===== config.mk =====
export PLATFORM = sky130hd
export DESIGN_NAME = mfp_avalon_arbiter_2to1
export DESIGN_NICKNAME = d
export VERILOG_FILES = /design/src/rtl/mfp_avalon_arbiter_2to1.sv
export SDC_FILE = /design/constraint.sdc
export NUM_CORES = 1
export LEC_CHECK = 0
export ABC_AREA = 1
export CORE_AREA = 5 5 122 124
export CTS_CLUSTER_DIAMETER = 50
export CTS_CLUSTER_SIZE = 14
export DETAILED_ROUTE_END_ITERATION = 8
export DIE_AREA = 0 0 127 129
export GPL_TIMING_DRIVEN = 1
export PLACE_DENSITY = 0.7
export SYNTH_ARGS = -nofsm -noshare
export SYNTH_HDL_FRONTEND = slang
export SYNTH_SLANG_ARGS = --single-unit

===== constraint.sdc =====
create_clock -name avm_clk -period 1.91 [get_ports avm_clk]
set_input_delay 0.2865 -clock avm_clk [delete_from_list [all_inputs] [get_ports avm_clk]]
set_output_delay 0.2865 -clock avm_clk [all_outputs]
set_load 0.02 [all_outputs]

===== src/rtl/mfp_avalon_arbiter_2to1.sv =====
// Two-master to one-slave Avalon-MM arbiter for the LPDDR2 port; the grant is held for a whole
// transaction, including every read beat, and is released through IDLE.
//
// state        | meaning
// -------------+-----------------------------------------------------------
// ST_IDLE      | no owner; arbitrate among requesters, grant takes effect next cycle
// ST_WRITE     | forward write beats from the owner until the burst is complete
// ST_READ_CMD  | forward the owner's read command until the slave accepts it
// ST_READ_DATA | route returning beats to the owner; the owner is stalled meanwhile
module mfp_avalon_arbiter_2to1 #(
   parameter int ADDR_WIDTH        = 32,
   parameter int DATA_WIDTH        = 32,
   parameter int BURST_WIDTH       = 3,
   parameter int FIXED_PRIORITY_M0 = 0
) (
   input  logic                      avm_clk,
   input  logic                      avm_rst,
   input  logic [ADDR_WIDTH-1:0]     m0_address,
   input  logic [DATA_WIDTH/8-1:0]   m0_byteenable,
   input  logic [BURST_WIDTH-1:0]    m0_burstcount,
   input  logic [DATA_WIDTH-1:0]     m0_writedata,
   input  logic                      m0_read,
   input  logic                      m0_write,
   output logic                      m0_waitrequest,
   output logic [DATA_WIDTH-1:0]     m0_readdata,
   output logic                      m0_readdatavalid,
   input  logic [ADDR_WIDTH-1:0]     m1_address,
   input  logic [DATA_WIDTH/8-1:0]   m1_byteenable,
   input  logic [BURST_WIDTH-1:0]    m1_burstcount,
   input  logic [DATA_WIDTH-1:0]     m1_writedata,
   input  logic                      m1_read,
   input  logic                      m1_write,
   output logic                      m1_waitrequest,
   output logic [DATA_WIDTH-1:0]     m1_readdata,
   output logic                      m1_readdatavalid,
   output logic [ADDR_WIDTH-1:0]     s_address,
   output logic [DATA_WIDTH/8-1:0]   s_byteenable,
   output logic [BURST_WIDTH-1:0]    s_burstcount,
   output logic [DATA_WIDTH-1:0]     s_writedata,
   output logic                      s_read,
   output logic                      s_write,
   output logic                      s_beginbursttransfer,
   input  logic                      s_waitrequest,
   input  logic                      s_readdatavalid,
   input  logic [DATA_WIDTH-1:0]     s_readdata,
   output logic [1:0]                grant
);

   localparam int CW = BURST_WIDTH + 1;

   typedef enum logic [1:0] {
      ST_IDLE      = 2'd0,
      ST_WRITE     = 2'd1,
      ST_READ_CMD  = 2'd2,
      ST_READ_DATA = 2'd3
   } state_t;

   state_t            state_q, state_nxt;
   logic [1:0]        grant_q, grant_nxt;
   logic [CW-1:0]     cnt_q, cnt_nxt;
   logic              wr_started_q, wr_started_nxt;
   logic              last_m1_q, last_m1_nxt;

   logic              req0, req1, tie_m1, win_m1, win_write;
   logic              sel_m1, sel_read, sel_write, fwd;
   logic [BURST_WIDTH-1:0] sel_burst;
   logic [CW-1:0]     sel_beats, wr_rem;

   assign req0 = m0_read | m0_write;
   assign req1 = m1_read | m1_write;

   // Round-robin favours whoever did not own the last transaction.
   assign tie_m1    = (FIXED_PRIORITY_M0 != 0) ? 1'b0 : ~last_m1_q;
   assign win_m1    = req1 & (~req0 | tie_m1);
   assign win_write = win_m1 ? m1_write : m0_write;

   assign sel_m1    = grant_q[1];
   assign sel_read  = sel_m1 ? m1_read  : m0_read;
   assign sel_write = sel_m1 ? m1_write : m0_write;
   assign sel_burst = sel_m1 ? m1_burstcount : m0_burstcount;
   assign sel_beats = (sel_burst == '0) ? CW'(1) : {1'b0, sel_burst};
   assign wr_rem    = wr_started_q ? (cnt_q - CW'(1)) : (sel_beats - CW'(1));

   assign s_address    = sel_m1 ? m1_address    : m0_address;
   assign s_byteenable = sel_m1 ? m1_byteenable : m0_byteenable;
   assign s_burstcount = sel_burst;
   assign s_writedata  = sel_m1 ? m1_writedata  : m0_writedata;

   assign fwd            = (state_q == ST_WRITE) || (state_q == ST_READ_CMD);
   assign m0_waitrequest = (fwd && grant_q[0]) ? s_waitrequest : 1'b1;
   assign m1_waitrequest = (fwd && grant_q[1]) ? s_waitrequest : 1'b1;

   assign m0_readdata      = s_readdata;
   assign m1_readdata      = s_readdata;
   assign m0_readdatavalid = (state_q == ST_READ_DATA) && grant_q[0] && s_readdatavalid;
   assign m1_readdatavalid = (state_q == ST_READ_DATA) && grant_q[1] && s_readdatavalid;

   assign grant = grant_q;

   always_ff @(posedge avm_clk or posedge avm_rst) begin
      if (avm_rst) begin
         state_q      <= ST_IDLE;
         grant_q      <= 2'b00;
         cnt_q        <= '0;
         wr_started_q <= 1'b0;
         last_m1_q    <= 1'b1;
      end else begin
         state_q      <= state_nxt;
         grant_q      <= grant_nxt;
         cnt_q        <= cnt_nxt;
         wr_started_q <= wr_started_nxt;
         last_m1_q    <= last_m1_nxt;
      end
   end

   always_comb begin
      state_nxt            = state_q;
      grant_nxt            = grant_q;
      cnt_nxt              = cnt_q;
      wr_started_nxt       = wr_started_q;
      last_m1_nxt          = last_m1_q;
      s_read               = 1'b0;
      s_write              = 1'b0;
      s_beginbursttransfer = 1'b0;
      case (state_q)
         ST_IDLE: begin
            if (req0 || req1) begin
               grant_nxt      = win_m1 ? 2'b10 : 2'b01;
               state_nxt      = win_write ? ST_WRITE : ST_READ_CMD;
               cnt_nxt        = '0;
               wr_started_nxt = 1'b0;
            end
         end
         ST_WRITE: begin
            s_write              = sel_write;
            s_beginbursttransfer = sel_write & ~wr_started_q;
            if (sel_write && !s_waitrequest) begin
               wr_started_nxt = 1'b1;
               cnt_nxt        = wr_rem;
               if (wr_rem == '0) begin
                  state_nxt   = ST_IDLE;
                  grant_nxt   = 2'b00;
                  last_m1_nxt = sel_m1;
               end
            end
         end
         ST_READ_CMD: begin
            s_read               = sel_read;
            s_beginbursttransfer = sel_read;
            if (sel_read && !s_waitrequest) begin
               cnt_nxt   = sel_beats;
               state_nxt = ST_READ_DATA;
            end
         end
         ST_READ_DATA: begin
            if (s_readdatavalid) begin
               cnt_nxt = cnt_q - CW'(1);
               if (cnt_q == CW'(1)) begin
                  state_nxt   = ST_IDLE;
                  grant_nxt   = 2'b00;
                  last_m1_nxt = sel_m1;
               end
            end
         end
         default: begin
            state_nxt = ST_IDLE;
            grant_nxt = 2'b00;
         end
      endcase
   end

endmodule


After elaboration in Yosys (flattened, before gate mapping)
Index checks and enable logic that the tools add are counted.

Equality and inequality tests: 10. Add/subtract/negate cells: 2. Bitwise logic cells: 8. Multiplexer cells: 38. Reductions and logical operators: 22.

Operators with widths (number): two-way mux 32 bit (2); two-way mux 4 bit (6); two-way mux 2 bit (9); case mux 4 bit (4 select lines) (1); two-way mux 1 bit (13); AND reduction 6 bit (2); logical AND 1 bit (8); inequality test 2 x 1 -> 1 bit (second input constant) (4); case mux 2 bit (4 select lines) (1); two-way mux 3 bit (2); case mux 1 bit (2 select lines) (3); case mux 2 bit (3 select lines) (1); AND reduction 5 bit (1); == test 2 bit (second input constant) (2); == test 4 x 1 -> 1 bit (second input constant) (1); logical NOT 4 bit (1); inequality test 2 bit (second input constant) (2); AND reduction 4 bit (1); nonzero test 2 bit (2); subtractor 3 x 1 -> 4 bit (second input constant) (1); subtractor 4 x 1 -> 4 bit (second input constant) (1); logical NOT 3 bit (1); NOT 1 bit (3); bitwise OR 1 bit (3); 7 further kinds (9).

Bits of input ports: 182. Register bits: 10. Logic and storage cells: 85.

Longest topological paths before layout
Depth after elaboration: 9. Mapped depth: 14.

Worst setup path before layout
Ideal clock, no wire load.

Path kind: reg-to-reg. Start: register grant_q[1], in the netlist grant[1]. End: register grant_q[0], in the netlist grant[0]. Stages on the path, launching flop included: 15. Setup slack: 0.003 ns. Arrival: 1.789 ns. Path through: dfrtp_1 > inv_2 > buf_6 > nand2_2 > nand2_2 > o21ai_2 > inv_1 > ha_1 > nand3b_1 > nand3_1 > nand3_1 > nand2_2 > nand3_1 > nand2_1 > nand2_1.

Word-level cells in the longest chain between the ends: 8. Elaborated cells between the ends (all ways): 11. Those cells by class: add/sub: 1; eq/ne: 2; mux: 4; reduce/logical: 4.

RTL lines: from (decl) (line 59) `logic [1:0] grant_q, grant_nxt;`; from (signal assigned) (line 109) `grant_q <= grant_nxt;`; two-way mux 3 bit * (line 80) `assign sel_burst = sel_m1 ? m1_burstcount : m0_burstcount;`; net s_burstcount[2] (line 38) `output logic [BURST_WIDTH-1:0] s_burstcount,`; logical NOT 3 bit (line 81) `assign sel_beats = (sel_burst == '0) ? CW'(1) : {1'b0, sel_burst};`; two-way mux 3 bit * (line 81); subtractor 3 x 1 -> 4 bit * (line 82) `assign wr_rem = wr_started_q ? (cnt_q - CW'(1)) : (sel_beats - CW'(1));`; two-way mux 4 bit * (line 82); logical NOT 4 bit * (line 140) `if (wr_rem == '0) begin`; inequality test 2 x 1 -> 1 bit (no source line) *; AND reduction 6 bit (no source line) *.

Mark *: on every way through the listed nets, which the timed path passes. The rest lies on a longest branch. A chain may end at the register's enable or synchronous reset.

Worst setup path in the final report
Start: register grant_q[1], in the netlist grant[1]. End: register state_q[1].

Word-level cells in the longest chain between the ends: 8. Elaborated cells between the ends (all ways): 14. Those cells by class: add/sub: 1; eq/ne: 3; mux: 5; reduce/logical: 5.

RTL lines: two-way mux 3 bit (line 80); logical NOT 3 bit (line 81); two-way mux 3 bit (line 81); subtractor 3 x 1 -> 4 bit (line 82); two-way mux 4 bit (line 82); logical NOT 4 bit (line 140); inequality test 2 x 1 -> 1 bit (no source line); AND reduction 6 bit (no source line) *; to (signal assigned) (line 108) `state_q <= state_nxt;`; to (decl) (line 58) `state_t state_q, state_nxt;`.

Every way passes the cells marked *; elsewhere a longest branch is shown, timed or not.

==> reports/metrics.cfg <==
[outcome]
status = complete, but fails checks
violations = setup timing

[worst_setup_path]
crit_path_max_fanout = 8
rrSetupSlack_ps = -20
rr_worst_depth = 14
cp_cell_sequence = clkinv_4 > buf_12 > nand2_2 > o21ai_2 > o21ai_2 > inv_2 > ha_4 > nand3b_1 > nand3_2 > nand3_2 > nand2_4 > nand3_4 > nand2_2 > nand2_1
crit_type = reg -> reg
critical_path_required_ps = 2040
max_stage_delay_ps = 410
rr_startpoint = grant[1]
worstPathArrival_ps = 2050
worstReg2RegEnd = state_q[1]
slowest_stage = dfrtp_2
cp-start-kind = register
worstSetupEndpointType = register

[timing]
finalCritPeriodShare = 1.01
finalSetupViolCount = 2
skew_ps = 3.41
fmax_ghz = 0.519
slew_headroom = 0.716
rsz0062_at_grt = yes
tns_ps = -23.1
hold_viol_final = 0
final_max_slew_viol_count = 0
fin_crit_ps = 1930
worstMarginPinSlew_ps = 425
setup_slack_ps = -18.2

[clocking]
clock-root-buffer = clkbuf_16
clock_latency_ps = 240
cts_tree = yes
numCtsBuffers = 3
htree_levels = 1
clock_sink_count = 10
clk_pin_slew_ps = 40
clock_path_buffers = 2

[route]
num_vias = 3182
drtPass1Iterations = 4
initialDrtViolationCount = 135
drcViolationCount = 0
vias_per_cell = 3.96
ant_nets = 0
drt-total-wl_um = 12400
wl_per_cell_um = 15.4

[logic_synthesis]
yosysUniqueCellTypes = 32
synth_fp_nets = 626
syn_area_um2 = 2310
yosys-top-cells-count = nand2_1 (248), buf_4 (65), inv_1 (23)
ys_ff_latch = 10
async_flop_share = 1.00
synth_area_leaders = nand2_1 (40%), buf_4 (21%), dfrtp_1 (9.8%), ha_1 (3.8%), inv_1 (3.7%)
synth-edff-count = 0
yosysWarnings = 0
yosys_most_used_dff = dfrtp_1
synth_top_area_share = 0.403
yosys.area.top_type = nand2_1
synth_seq_area_share = 0.109
yosysMostFrequentCell = nand2_1
synthCells = 437
synth.avg_cell_area_um2 = 5.28

[flow_run]
drv_cap = 0

[layout]
nNetsFinal = 813
area_growth_syn_to_layout_pct = 97.5
drive_gt1_frac = 0.194
antenna_cells = 0
final_cell_count_no_fill = 803
n_fill_cell = 1475

[die]
core-area_um2 = 13700
die_w_um = 127
fp.dieH_um = 129
ioPinCount = 326
rows = 43
start_util = 0.169
die_area_um2 = 16400

[global_routing]
track_usage = 0.138
antenna_found_initial = 0
grt_pass1_vias = 3086
grt_pass1_wl_um = 17900
overflow = 0
grt_max_degree = 43

[placement]
place_hpwl_um = 10600
dp_cells = 794
place_congestion = 0.861
io_buffers = 229

[hold_path]
hp-class = in -> async

[pwr]
peakVddDrop_mv = 0.624
leakage_nw = 2.35
p_total_mw = 5.83
powerDensity_nw_per_um2 = 1280

-- layout by cell type, fill, tap and decap left out, drive strengths merged --
master           n
clkdlybuf4s50  151
nor3             3
nand4            5
or2              1
xor2             1
clkinv           1
buf             45
nand3b           1
nand3           17
a32o             1
dfrtp            9
and3             1
inv             25
nand2          255
o21ai           11
dfstp            1
dlygate4sd2     12
ha               7
o221ai           1
nor2            10
clkbuf          40
clkdlybuf4s15   19
a21boi           1
a21oi            4
a22o             1
-- where the power goes --
| part | internal (mW) | switching, mW | total (mW) |
|---|---|---|---|
| clock | 0.315 | 0.0983 | 0.413 |
| combinational | 2.04 | 3.00 | 5.04 |
| sequential | 0.305 | 0.0687 | 0.373 |
| total | 2.66 | 3.17 | 5.83 |
-- worst max-delay path by stage --
stage	start	end
5_1_grt	grant[1]	state_q[1]
3_5_place_dp	m1_write	s_beginbursttransfer
6_report	grant[1]	state_q[1]
2_1_floorplan	grant[1]	grant[0]
4_1_cts	grant[1]	state_q[1]
3_3_place_gp	m0_write	s_beginbursttransfer
-- worst max-delay path: cells and delay by family, from the launching register on --
family,cells,cell delay [ps]
compound gates,2,250
fa+ha+maj,1,150
buf+inv,3,280
flops,1,410
simple gates,8,720
-- final cells by class --
type / count / area [um^2] / area share
clock buffers: 4 / 88.8 / 0.0195
inverters: 26 / 103 / 0.0225
multi-input cells: 320 / 1480 / 0.325
flip-flops and latches: 10 / 253 / 0.0554
well taps: 180 / 225 / 0.0494
repair buffers: 263 / 2410 / 0.528
-- metrics by stage --
step	hold WS (ps)	setup WS, ps	util	cell area (um^2)
2_1_floorplan	126	3.25	-	2310
3_3_place_gp	456	-367	0.332	4540
3_5_place_dp	467	-396	0.332	4540
4_1_cts	360	-51.5	0.335	4570
5_1_grt	397	-160	0.334	4560
6_report	343	-18.2	0.334	4560
-- repair_timing --
item,in CTS,in global routing
resized for setup,82,109
pin swaps,0,9
endpoints found under the setup margin,76,47
buffers inserted,0,5
hold buffers,0,0
-- state kept, by name, summed over array words and instances (netlist names) --
register / count
wr_started_q: 1
grant: 2
state_q: 2
cnt_q: 4
last_m1_q: 1
-- kinds of logic (layout without fill, tap and decap cells) --
group                    after synthesis  in the layout  share of synthesized area
XOR/XNOR                               1              1                    0.00379
buffers and inverters                107            293                      0.284
AND/OR/NAND/NOR                      293            293                      0.513
flip-flops                            10             10                      0.109
AO/OA/AOI/OAI                         19             19                     0.0526
adder cells (fa/ha/maj)                7              7                     0.0379
-- routing by layer --
layer | wire (um) | vias to the layer above | track usage
met4 | 133 | 0 | 0.0145
li1 | - | 1642 | -
met5 | 0 | - | 0
met2 | 5380 | 177 | 0.207
met1 | 5260 | 1352 | 0.184
met3 | 1570 | 11 | 0.0685
(Power assumes the default switching activity.)
